`config.mk`:
```
export PLATFORM = sky130hd
export DESIGN_NAME = tv_sequencer_flat
export DESIGN_NICKNAME = d
export VERILOG_FILES = /design/src/rtl/tv_seq_if.sv /design/src/rtl/tv_sequencer.sv /design/src/flat_wrapper.sv
export SDC_FILE = /design/constraint.sdc
export NUM_CORES = 1
export LEC_CHECK = 0
export CAP_MARGIN = 20
export CORE_UTILIZATION = 35
export CTS_BUF_LIST = sky130_fd_sc_hd__clkbuf_8
export DETAILED_ROUTE_END_ITERATION = 12
export GPL_ROUTABILITY_DRIVEN = 0
export GPL_TIMING_DRIVEN = 0
export PLACE_DENSITY = 0.59
export SLEW_MARGIN = 10
export SYNTH_ARGS = -nofsm -noshare
export SYNTH_HDL_FRONTEND = slang
export SYNTH_SLANG_ARGS = --single-unit
```
`constraint.sdc`:
```
create_clock -name clk -period 2.95 [get_ports clk]
set_input_delay 0.59 -clock clk [delete_from_list [all_inputs] [get_ports clk]]
set_output_delay 0.59 -clock clk [all_outputs]
set_load 0.01 [all_outputs]
```
`src/rtl/tv_seq_if.sv`:
```
// Bundle of the load, run-control, DUT-facing and status signals of tv_sequencer.
// The slave modport is the sequencer; master is the environment (loader, controller, DUT).
interface tv_seq_if #(
  parameter int N_IN  = 3,
  parameter int N_OUT = 1,
  parameter int DEPTH = 16,
  parameter int CW    = 8
);
  localparam int AW = $clog2(DEPTH);
  localparam int VW = N_IN + 2 * N_OUT;

  logic          ld_en;
  logic [AW-1:0] ld_addr;
  logic [VW-1:0] ld_data;
  logic          start;
  logic [AW:0]   num_vec;
  logic [N_IN-1:0]  dut_in;
  logic [N_OUT-1:0] dut_out;
  logic          busy;
  logic          done;
  logic [CW-1:0] err_cnt;
  logic [AW-1:0] first_fail;
  logic          fail_pulse;

  modport master (
    output ld_en, ld_addr, ld_data, start, num_vec, dut_out,
    input  dut_in, busy, done, err_cnt, first_fail, fail_pulse
  );

  modport slave (
    input  ld_en, ld_addr, ld_data, start, num_vec, dut_out,
    output dut_in, busy, done, err_cnt, first_fail, fail_pulse
  );
endinterface

```
`src/rtl/tv_sequencer.sv`:
```
// Test-vector sequencer/checker: replays {in, exp, mask} words onto a combinational DUT,
// waits SETTLE cycles, compares masked outputs and keeps a saturating mismatch count.
module tv_sequencer #(
  parameter int N_IN   = 3,
  parameter int N_OUT  = 1,
  parameter int DEPTH  = 16,
  parameter int SETTLE = 1,
  parameter int CW     = 8
) (
  input  logic     clk,
  input  logic     reset,
  tv_seq_if.slave  bus
);
  localparam int AW  = $clog2(DEPTH);
  localparam int VW  = N_IN + 2 * N_OUT;
  localparam int SCW = (SETTLE < 2) ? 1 : $clog2(SETTLE + 1);
  localparam logic [SCW-1:0] SETTLE_V = SCW'(SETTLE);
  localparam logic [AW:0]    DEPTH_V  = (AW + 1)'(DEPTH);

  typedef enum logic [2:0] {
    S_IDLE, S_FETCH, S_APPLY, S_SETTLE, S_CHECK, S_DONE
  } state_t;

  logic [VW-1:0]    mem [DEPTH];
  logic [VW-1:0]    rd_word_p1;
  logic [N_OUT-1:0] exp_p2;
  logic [N_OUT-1:0] mask_p2;

  state_t           state;
  logic [AW-1:0]    idx;
  logic [AW:0]      nv_q;
  logic [SCW-1:0]   settle_cnt;
  logic [N_IN-1:0]  dut_in_q;
  logic             busy_q;
  logic             done_q;
  logic [CW-1:0]    err_q;
  logic [AW-1:0]    first_fail_q;

  logic idle_like;
  logic mismatch;
  logic last_vec;

  function automatic logic [CW-1:0] sat_inc(input logic [CW-1:0] v);
    return (&v) ? v : v + 1'b1;
  endfunction

  function automatic logic [AW:0] clamp_nv(input logic [AW:0] n);
    return (n > DEPTH_V) ? DEPTH_V : n;
  endfunction

  assign idle_like = (state == S_IDLE) || (state == S_DONE);
  assign mismatch  = |((bus.dut_out ^ exp_p2) & mask_p2);
  assign last_vec  = ({1'b0, idx} == (nv_q - 1'b1));

  // stage p1: memory read of mem[idx] lands in APPLY; stage p2: expected/mask held for CHECK
  always_ff @(posedge clk) begin
    if (bus.ld_en && idle_like) mem[bus.ld_addr] <= bus.ld_data;
    rd_word_p1 <= mem[idx];
    if (state == S_APPLY) begin
      exp_p2  <= rd_word_p1[2*N_OUT-1 -: N_OUT];
      mask_p2 <= rd_word_p1[N_OUT-1:0];
    end
  end

  always_ff @(posedge clk) begin
    if (reset) begin
      state        <= S_IDLE;
      idx          <= '0;
      nv_q         <= '0;
      settle_cnt   <= '0;
      dut_in_q     <= '0;
      busy_q       <= 1'b0;
      done_q       <= 1'b0;
      err_q        <= '0;
      first_fail_q <= '0;
    end else begin
      case (state)
        S_IDLE, S_DONE: begin
          if (bus.start) begin
            err_q        <= '0;
            first_fail_q <= '0;
            idx          <= '0;
            nv_q         <= clamp_nv(bus.num_vec);
            if (bus.num_vec == '0) begin
              state  <= S_DONE;
              busy_q <= 1'b0;
              done_q <= 1'b1;
            end else begin
              state  <= S_FETCH;
              busy_q <= 1'b1;
              done_q <= 1'b0;
            end
          end
        end
        S_FETCH: state <= S_APPLY;
        S_APPLY: begin
          dut_in_q   <= rd_word_p1[VW-1 -: N_IN];
          settle_cnt <= SETTLE_V;
          state      <= (SETTLE > 0) ? S_SETTLE : S_CHECK;
        end
        S_SETTLE: begin
          if (settle_cnt == SCW'(1)) state <= S_CHECK;
          else settle_cnt <= settle_cnt - 1'b1;
        end
        S_CHECK: begin
          if (mismatch) begin
            err_q <= sat_inc(err_q);
            if (err_q == '0) first_fail_q <= idx;
          end
          if (last_vec) begin
            state  <= S_DONE;
            busy_q <= 1'b0;
            done_q <= 1'b1;
          end else begin
            idx   <= idx + 1'b1;
            state <= S_FETCH;
          end
        end
        default: state <= S_IDLE;
      endcase
    end
  end

  // fail_pulse must coincide with the CHECK cycle itself, so it is decoded, not registered
  assign bus.fail_pulse = (state == S_CHECK) && mismatch;
  assign bus.dut_in     = dut_in_q;
  assign bus.busy       = busy_q;
  assign bus.done       = done_q;
  assign bus.err_cnt    = err_q;
  assign bus.first_fail = first_fail_q;
endmodule

```
`src/flat_wrapper.sv`:
```
// flat-port wrapper written by rule: the top's interface ports become plain ports
module tv_sequencer_flat 
#(
  parameter int N_IN   = 3,
  parameter int N_OUT  = 1,
  parameter int DEPTH  = 16,
  parameter int SETTLE = 1,
  parameter int CW     = 8
)
  (clk, reset, bus_ld_en, bus_ld_addr, bus_ld_data, bus_start, bus_num_vec, bus_dut_out, bus_dut_in, bus_busy, bus_done, bus_err_cnt, bus_first_fail, bus_fail_pulse);
  tv_seq_if #(.N_IN(N_IN), .N_OUT(N_OUT), .DEPTH(DEPTH), .CW(CW)) bus_i ();
  input  logic clk;
  input  logic reset;
  input wire logic [$bits(bus_i.ld_en)-1:0] bus_ld_en;
  input wire logic [$bits(bus_i.ld_addr)-1:0] bus_ld_addr;
  input wire logic [$bits(bus_i.ld_data)-1:0] bus_ld_data;
  input wire logic [$bits(bus_i.start)-1:0] bus_start;
  input wire logic [$bits(bus_i.num_vec)-1:0] bus_num_vec;
  input wire logic [$bits(bus_i.dut_out)-1:0] bus_dut_out;
  output wire logic [$bits(bus_i.dut_in)-1:0] bus_dut_in;
  output wire logic [$bits(bus_i.busy)-1:0] bus_busy;
  output wire logic [$bits(bus_i.done)-1:0] bus_done;
  output wire logic [$bits(bus_i.err_cnt)-1:0] bus_err_cnt;
  output wire logic [$bits(bus_i.first_fail)-1:0] bus_first_fail;
  output wire logic [$bits(bus_i.fail_pulse)-1:0] bus_fail_pulse;
  assign bus_i.ld_en = bus_ld_en;
  assign bus_i.ld_addr = bus_ld_addr;
  assign bus_i.ld_data = bus_ld_data;
  assign bus_i.start = bus_start;
  assign bus_i.num_vec = bus_num_vec;
  assign bus_i.dut_out = bus_dut_out;
  assign bus_dut_in = bus_i.dut_in;
  assign bus_busy = bus_i.busy;
  assign bus_done = bus_i.done;
  assign bus_err_cnt = bus_i.err_cnt;
  assign bus_first_fail = bus_i.first_fail;
  assign bus_fail_pulse = bus_i.fail_pulse;
  tv_sequencer #(.N_IN(N_IN), .N_OUT(N_OUT), .DEPTH(DEPTH), .SETTLE(SETTLE), .CW(CW)) u_core (.clk(clk), .reset(reset), .bus(bus_i));
endmodule
```
==> results.sh, run 1 <==
export IMPL_outcome="finished, final reports clean"
export IMPL_antenna_left=0
export IMPL_ys_ff_latch=117
export IMPL_synth_fp_nets=355
export IMPL_cp_start_kind="primary input"
export IMPL_place_hpwl_um=6810
export IMPL_ir_drop_mv=0.401
export IMPL_cts_setup_buffers=0
export IMPL_layout_cells_most_common_list="82 x edfxtp_1, 35 x clkdlybuf4s50_1, 35 x dfxtp_1, 27 x nor2_1"
export IMPL_cpLargestDelayFamily="buffers and inverters"
export IMPL_cp_arrival_ns=2.14
export IMPL_synth_edf_count=82
export IMPL_max_slew_margin=0.450
export IMPL_first_global_vias=2879
export IMPL_path_class="in2out"
export IMPL_ff2ff_path_depth=5
export IMPL_synth_area_um2=4840
export IMPL_timing_hold_ws_ns=0.403
export IMPL_critPathMaxFanout=9
export IMPL_dieArea_um2=14300
export IMPL_antenna_found_initial=1
export IMPL_grt_start_max_net_pins=17
export IMPL_cts_root_buf="clkbuf_8"
export IMPL_io_pin_count=37
export IMPL_synth_main_ff_cell="edfxtp_1"
export IMPL_ys_types=45
export IMPL_fin_cells=574
export IMPL_clkLatencyLatePin_ns=0.42
export IMPL_async_flop_share=0
export IMPL_cts_tree="built"
export IMPL_vias_per_cell=5.07
export IMPL_p_per_area_nw_per_um2=595
export IMPL_hold_viol=0
export IMPL_numPortBuffers=35
export IMPL_syn_inst=332
export IMPL_cts_resized=0
export IMPL_finalCritPeriodShare=0.925
export IMPL_p_leak_nw=1.84
export IMPL_ys_warn_count=0
export IMPL_critPathMaxStageDelay_ns=0.53
export IMPL_drcViolationCount=0
export IMPL_drive_gt1_frac=0.183
export IMPL_setup_violations=0
export IMPL_layout_area_overhead_vs_synth_pct=19.5
export IMPL_final_common_cell="edfxtp_1"
export IMPL_ctsHtreeMaxLevel=4
export IMPL_cts_buffers=17
export IMPL_final_util=0.433
export IMPL_post_drt_wl_per_cell_um=17.1
export IMPL_core_area_um2=13300
export IMPL_path_common_cell="clkdlybuf4s50_1"
export IMPL_wl_um=9800
export IMPL_hold_class="reg2reg"
export IMPL_placedCellCount=543
export IMPL_skew_ns=0.0110
export IMPL_endpoint_kind="primary output"
export IMPL_path_cells="clkdlybuf4s50_1 > xor2_1 > and3_1 > buf_6 > clkdlybuf4s50_1"
export IMPL_yosysSeqAreaShare=0.654
export IMPL_die_y_um=120
export IMPL_worstHoldPathCells=0
export IMPL_dr_first_iter_drc_count=165
export IMPL_timing_final_max_slew_violations=0
export IMPL_rows=42
export IMPL_nets=409
export IMPL_clock_sinks=117
export IMPL_start_util=0.363
export IMPL_cap_violations=0
export IMPL_diodes=0
export IMPL_avgSynthCellArea_um2=14.6
export IMPL_cp_slowest_cell="clkdlybuf4s50_1"
export IMPL_clk_path_buf_depth=2
export IMPL_finalInstanceArea_um2=5780
export IMPL_dpl_instance_area_um2=5410
export IMPL_timing_fmax_mhz=367
export IMPL_dr_total_vias=2910
export IMPL_tightest_slew_ns=0.818
export IMPL_period_needed_ns=2.73
export IMPL_clk_pin_slew_worst_paths_ns=0.06
export IMPL_fin_setup_tns_ns=0
export IMPL_chipWidth_um=120
export IMPL_cp_depth=5
export IMPL_grt_setup_unrepaired="no"
export IMPL_critPathBufInv=3
export IMPL_dr_pass1_iters=4
export IMPL_grt_pass1_wl_um=15400
export IMPL_crit_required_ns=2.36
export IMPL_grt_use_total=0.147
export IMPL_postCtsHoldBufs=0
export IMPL_grt_ovfl_total=0
-- final timing paths --
path	from	endpoint	slack (ns)
worst min register to register	u_core.rd_word_p1[1]	u_core.exp_p2	0.40
worst min-delay path	u_core.rd_word_p1[1]	u_core.exp_p2	0.40
worst max register to register	u_core.state[2]	u_core.mem[0][1]	0.43
worst max-delay path	bus_dut_out	bus_fail_pulse	0.22
-- synthesized netlist by cell type, types with 2 or more instances --
cell / count / area, µm²
ha_1: 4 / 50.1
a21oi_1: 25 / 125
nand3_1: 12 / 60.1
o2111ai_1: 2 / 17.5
nor3_1: 9 / 45.0
mux2i_1: 2 / 20.0
nand2_1: 15 / 56.3
or4_2: 2 / 17.5
and3_1: 2 / 12.5
buf_2: 7 / 35.0
and3_2: 2 / 15.0
o21ai_0: 12 / 60.1
edfxtp_1: 82 / 2460
nand3b_1: 8 / 60.1
mux4_2: 25 / 563
inv_1: 8 / 30.0
or3_1: 4 / 25.0
clkbuf_1: 8 / 30.0
nand2b_1: 4 / 25.0
buf_6: 2 / 22.5
xnor2_1: 3 / 26.3
nor2_1: 27 / 101
nand4_1: 5 / 31.3
dfxtp_1: 35 / 701
xor2_1: 6 / 52.6
a211oi_1: 2 / 15.0
-- kinds of logic after synthesis --
logic type | count (synthesis) | share of synthesized area
flip-flops | 117 | 0.654
AND/OR/NAND/NOR | 100 | 0.113
XOR/XNOR | 9 | 0.0163
buffers and inverters | 25 | 0.0243
multiplexers | 27 | 0.120
adder cells (fa/ha/maj) | 4 | 0.0103
AO/OA/AOI/OAI | 50 | 0.0623
-- final cells by class --
cell class,instances,area (µm²)
fill,1216,7560
timing repair buffer,35,350
tap,176,220
inverter,8,30.0
multi-input combinational,190,1560
sequential,117,3160
buffer,17,87.6
clock inverter,14,139
clock buffer,17,234
-- sequential cells by signal, summed over array words and instances (netlist names), 3 cells and up --
register	flops
u_core.bus.err_cnt	8
u_core.nv_q	5
u_core.state	3
u_core.idx	4
u_core.rd_word_p1	5
u_core.mem	80
u_core.bus.dut_in	3
u_core.bus.first_fail	4
-- power by group --
part           switching (W)  total (W)  internal, W  leakage (nW)
Combinational       0.000148   0.000250     0.000102         0.632
Sequential         0.0000248    0.00182      0.00180          1.03
Clock               0.000632    0.00137     0.000738         0.182
-- layer usage --
layer	track usage	vias up	share of wire
met4	0.0453	2	0.013
met2	0.237	69	0.49
met1	0.190	1438	0.45
met3	0.0442	11	0.049
li1	-	1390	-
met5	0	-	0.0017
-- stage by stage --
stage / setup slack, ns / power (W)
after floorplan: 0.876 / 0.00200
after global placement: 0.0138 / 0.00210
after detailed placement: -0.0276 / 0.00211
after CTS: 0.225 / 0.00348
after global routing: 0.118 / 0.00357
final: 0.221 / 0.00344
Power figures use the tool's default switching activity.
==> inputs of run 2 (changes only) <==
Settings changed: MAX_ROUTING_LAYER set to met4.
==> results.sh, run 2 (synthesis gave the netlist of run 1 again) <==
export IMPL_start_util=0.363
export IMPL_antenna_found_initial=1
export IMPL_nets=409
export IMPL_fin_ws_ns=0.223
export IMPL_io_pin_count=37
export IMPL_grt_use_total=0.151
export IMPL_setup_violations=0
export IMPL_grt_ovfl_total=0
export IMPL_cts_resized=0
export IMPL_dr_pass1_iters=4
export IMPL_p_leak_nw=1.84
export IMPL_timing_final_max_slew_violations=0
export IMPL_ir_drop_mv=0.399
export IMPL_post_place_ws_ns=-0.0276
export IMPL_chipWidth_um=120
export IMPL_clock_sinks=117
export IMPL_regToRegSetupSlack_ns=0.43
export IMPL_wl_um=9800
export IMPL_path_class="in2out"
export IMPL_layout_area_overhead_vs_synth_pct=19.5
export IMPL_period_needed_ns=2.73
export IMPL_postCtsHoldBufs=0
export IMPL_ctsHtreeMaxLevel=4
export IMPL_fill_cells=1215
export IMPL_first_global_vias=2895
export IMPL_path_common_cell="clkdlybuf4s50_1"
export IMPL_timing_fmax_mhz=367
export IMPL_seqCellArea_um2=3160
export IMPL_r2r_end="u_core.mem[0][1]"
export IMPL_skew_ns=0.00989
export IMPL_core_area_um2=13300
export IMPL_grt_pass1_wl_um=15400
export IMPL_final_util=0.433
export IMPL_cts_setup_buffers=0
export IMPL_critPathMaxStageDelay_ns=0.53
export IMPL_multiInputGateArea_um2=1560
export IMPL_max_slew_margin=0.449
export IMPL_clk_pin_slew_worst_paths_ns=0.06
export IMPL_post_drt_wl_per_cell_um=17.0
export IMPL_cp_endpoint="bus_fail_pulse"
export IMPL_final_common_cell="edfxtp_1"
export IMPL_dr_first_iter_drc_count=176
export IMPL_critPathMaxFanout=9
export IMPL_hold_class="reg2reg"
export IMPL_dieArea_um2=14300
export IMPL_startpoint="bus_dut_out"
export IMPL_clkLatencyLatePin_ns=0.42
export IMPL_regMostFlops="u_core.mem"
export IMPL_cap_violations=0
export IMPL_finalCritPeriodShare=0.924
export IMPL_grt_start_max_net_pins=17
export IMPL_drive_gt1_frac=0.183
export IMPL_antenna_left=0
export IMPL_dr_total_vias=2888
export IMPL_r2r_start="u_core.state[2]"
export IMPL_p_per_area_nw_per_um2=595
export IMPL_cp_start_kind="primary input"
export IMPL_cp_slowest_cell="clkdlybuf4s50_1"
export IMPL_tightest_slew_ns=0.820
export IMPL_cts_buffers=17
export IMPL_numPortBuffers=35
export IMPL_cts_root_buf="clkbuf_8"
export IMPL_path_cells="clkdlybuf4s50_1 > xor2_1 > and3_1 > buf_6 > clkdlybuf4s50_1"
export IMPL_grt_setup_unrepaired="no"
export IMPL_ff2ff_path_depth=5
export IMPL_rows=42
export IMPL_layout_cells_most_common_list="82 x edfxtp_1, 35 x clkdlybuf4s50_1, 35 x dfxtp_1, 27 x nor2_1"
export IMPL_die_y_um=120
export IMPL_hold_viol=0
export IMPL_crit_required_ns=2.36
export IMPL_vias_per_cell=5.02
export IMPL_clk_path_buf_depth=2
export IMPL_outcome="finished, final reports clean"
export IMPL_drcViolationCount=0
export IMPL_place_hpwl_um=6810
export IMPL_cp_arrival_ns=2.14
export IMPL_endpoint_kind="primary output"
export IMPL_largest_register_ffs=80
export IMPL_cts_tree="built"
[run 2: worst max-delay path: cells and delay by family]
kind                   cells  cell delay [ns]
XOR/XNOR                   1             0.18
AND/OR/NAND/NOR            1             0.19
buffers and inverters      3             1.18
[run 2: area by class of cell]
type                            count  share of cell area
Antenna cell                        1            0.000433
Buffer                             17              0.0151
Clock buffer                       17              0.0404
Clock inverter                     14              0.0240
Inverter                            8             0.00519
Multi-Input combinational cell    190               0.269
Sequential cell                   117               0.547
Tap cell                          176              0.0381
Timing Repair Buffer               35              0.0606
[run 2: layer usage]
layer	up-vias	share of wire	GRT usage
li1	1396	-	-
met1	1416	0.45	0.191
met2	69	0.49	0.237
met3	7	0.046	0.0437
met4	0	0.0088	0.0453
met5	-	0	-
[run 2: how the worst min path moves through the flow]
stage	cells after the start	end	slack [ns]	from
5_1_grt	0	u_core.exp_p2	0.41	u_core.rd_word_p1[1]
3_3_place_gp	0	u_core.exp_p2	0.39	u_core.rd_word_p1[1]
4_1_cts	0	u_core.exp_p2	0.41	u_core.rd_word_p1[1]
2_1_floorplan	0	u_core.exp_p2	0.39	u_core.rd_word_p1[1]
6_report	0	u_core.exp_p2	0.40	u_core.rd_word_p1[1]
3_5_place_dp	0	u_core.exp_p2	0.39	u_core.rd_word_p1[1]
[run 2: report_power, final]
| part | internal, W | leakage (nW) | switching, W |
|---|---|---|---|
| sequential | 0.00180 | 1.03 | 0.0000248 |
| clock | 0.000738 | 0.182 | 0.000635 |
| combinational | 0.000102 | 0.632 | 0.000148 |
| total | 0.00264 | 1.84 | 0.000807 |
[run 2: metrics by stage]
| step | hold WS [ns] | cell area, µm² | total power, W | setup TNS (ns) | cells |
|---|---|---|---|---|---|
| global route | 0.411 | 5790 | 0.00357 | 0 | 575 |
| floorplan | 0.386 | 4840 | 0.00200 | 0 | 332 |
| detailed placement | 0.391 | 5410 | 0.00211 | -0.137 | 543 |
| global placement | 0.387 | 5410 | 0.00210 | 0 | 543 |
| CTS | 0.407 | 5780 | 0.00348 | 0 | 574 |
| finish | 0.403 | 5790 | 0.00344 | 0 | 575 |
==> inputs of run 3 (changes only) <==
Settings changed: SETUP_SLACK_MARGIN set to 0.15.
==> results.sh, run 3 (synthesis gave the netlist of run 1 again) <==
export IMPL_dr_pass1_iters=4
export IMPL_die_y_um=120
export IMPL_grt_pass1_wl_um=15400
export IMPL_internal_power_w=0.00264
export IMPL_ctsHtreeMaxLevel=4
export IMPL_p_per_area_nw_per_um2=595
export IMPL_dr_first_iter_drc_count=186
export IMPL_endpoint_kind="flop"
export IMPL_critPathMaxFanout=9
export IMPL_cp_arrival_ns=2.57
export IMPL_largest_register_ffs=80
export IMPL_critPathMaxStageDelay_ns=0.65
export IMPL_regToRegSetupSlack_ns=0.43
export IMPL_grt_ovfl_total=0
export IMPL_min_from="u_core.rd_word_p1[1]"
export IMPL_outcome="finished, final reports clean"
export IMPL_final_util=0.434
export IMPL_period_needed_ns=2.52
export IMPL_cap_violations=0
export IMPL_cp_start_kind="flop"
export IMPL_path_cells="buf_6 > xnor2_1 > and3_1 > or3b_2 > nor3_1"
export IMPL_grt_start_max_net_pins=17
export IMPL_cts_tree="built"
export IMPL_hold_class="reg2reg"
export IMPL_tightest_slew_ns=0.820
export IMPL_cts_buffers=17
export IMPL_nets=409
export IMPL_first_global_vias=2895
export IMPL_place_hpwl_um=6810
export IMPL_hold_viol=0
export IMPL_cts_root_buf="clkbuf_8"
export IMPL_chipWidth_um=120
export IMPL_wl_um=9800
export IMPL_ir_drop_mv=0.399
export IMPL_cp_slowest_cell="nor3_1"
export IMPL_fill_cells=1214
export IMPL_antenna_left=0
export IMPL_path_class="reg2reg"
export IMPL_rows=42
export IMPL_clock_sinks=117
export IMPL_pwr_share_comb=0.073
export IMPL_grt_setup_unrepaired="no"
export IMPL_setup_violations=0
export IMPL_switchingPower_w=0.000807
export IMPL_finalCritPeriodShare=0.854
export IMPL_cpLargestDelayFamily="simple AND/OR/NAND/NOR gates"
export IMPL_clk_pin_slew_worst_paths_ns=0.07
export IMPL_timing_fmax_mhz=397
export IMPL_p_leak_nw=1.86
export IMPL_vias_per_cell=5.01
export IMPL_max_slew_margin=0.449
export IMPL_numPortBuffers=35
export IMPL_p_total_w=0.00344
export IMPL_timing_final_max_slew_violations=0
export IMPL_drive_gt1_frac=0.183
export IMPL_dieArea_um2=14300
export IMPL_crit_required_ns=3.00
export IMPL_startpoint="u_core.state[2]"
export IMPL_skew_ns=0.00988
export IMPL_critPathBufInv=1
export IMPL_antenna_found_initial=1
export IMPL_cts_setup_buffers=0
export IMPL_r2r_start="u_core.state[2]"
export IMPL_post_drt_wl_per_cell_um=17.0
export IMPL_layout_area_overhead_vs_synth_pct=19.6
export IMPL_drcViolationCount=0
export IMPL_final_common_cell="edfxtp_1"
export IMPL_grt_use_total=0.151
export IMPL_pwr_share_clk=0.399
export IMPL_layout_cells_most_common_list="82 x edfxtp_1, 35 x dfxtp_1, 34 x clkdlybuf4s50_1, 27 x nor2_1"
export IMPL_swShare=0.235
export IMPL_regMostFlops="u_core.mem"
export IMPL_start_util=0.363
export IMPL_io_pin_count=37
export IMPL_clk_path_buf_depth=2
export IMPL_dr_total_vias=2883
export IMPL_power_frac_seq=0.529
export IMPL_clkLatencyLatePin_ns=0.42
export IMPL_core_area_um2=13300
run 3: cell types whose count changed in the layout (fill, tap and decap cells not counted), sizes merged:
| cell | change |
|---|---|
| clkdlybuf4s50 | -1 |
| dlymetal6s2s | +1 |
run 3: layer usage:
layer  wire length [µm]  global-route usage
met4                 86              0.0453
met2               4810               0.237
met5                  0                   -
met3                444              0.0437
met1               4460               0.191
run 3: path summary, 6_finish.rpt:
check                                   endpoint  cells past startpoint
worst max-delay path            u_core.mem[0][1]                      5
worst min-delay path               u_core.exp_p2                      0
worst max register to register  u_core.mem[0][1]                      5
worst min register to register     u_core.exp_p2                      0
run 3: metrics by stage:
| step | setup WS (ns) | std cells | TNS [ns] | area (µm²) | hold slack [ns] |
|---|---|---|---|---|---|
| finish | 0.430 | 575 | 0 | 5790 | 0.403 |
| global route | 0.226 | 575 | 0 | 5790 | 0.411 |
| CTS | 0.225 | 574 | 0 | 5780 | 0.407 |
| detailed placement | -0.0276 | 543 | -0.137 | 5410 | 0.391 |
| global placement | 0.0138 | 543 | 0 | 5410 | 0.387 |
| floorplan | 0.876 | 332 | 0 | 4840 | 0.386 |
run 3: power groups by stage:
stage | combinational [W] | clock [W] | sequential, W
6_report | 0.000250 | 0.00137 | 0.00182
5_1_grt | 0.000278 | 0.00147 | 0.00182
4_1_cts | 0.000252 | 0.00140 | 0.00182
3_5_place_dp | 0.000251 | 0 | 0.00186
3_3_place_gp | 0.000246 | 0 | 0.00185
2_1_floorplan | 0.000146 | 0 | 0.00185
run 3: layout make-up:
class,count,area (µm²),area share
Buffer,17,87.6,0.0151
Multi-Input combinational cell,190,1560,0.269
Antenna cell,1,2.50,0.000432
Clock inverter,14,139,0.0240
Clock buffer,17,234,0.0404
Timing Repair Buffer,35,353,0.0610
Inverter,8,30.0,0.00519
Tap cell,176,220,0.0380
Sequential cell,117,3160,0.546
run 3: repair_timing:
action | 4_1_cts | 5_1_grt
hold buffers | 0 | 0
endpoints found under the setup margin | 0 | 1
gates resized for setup | 0 | 1
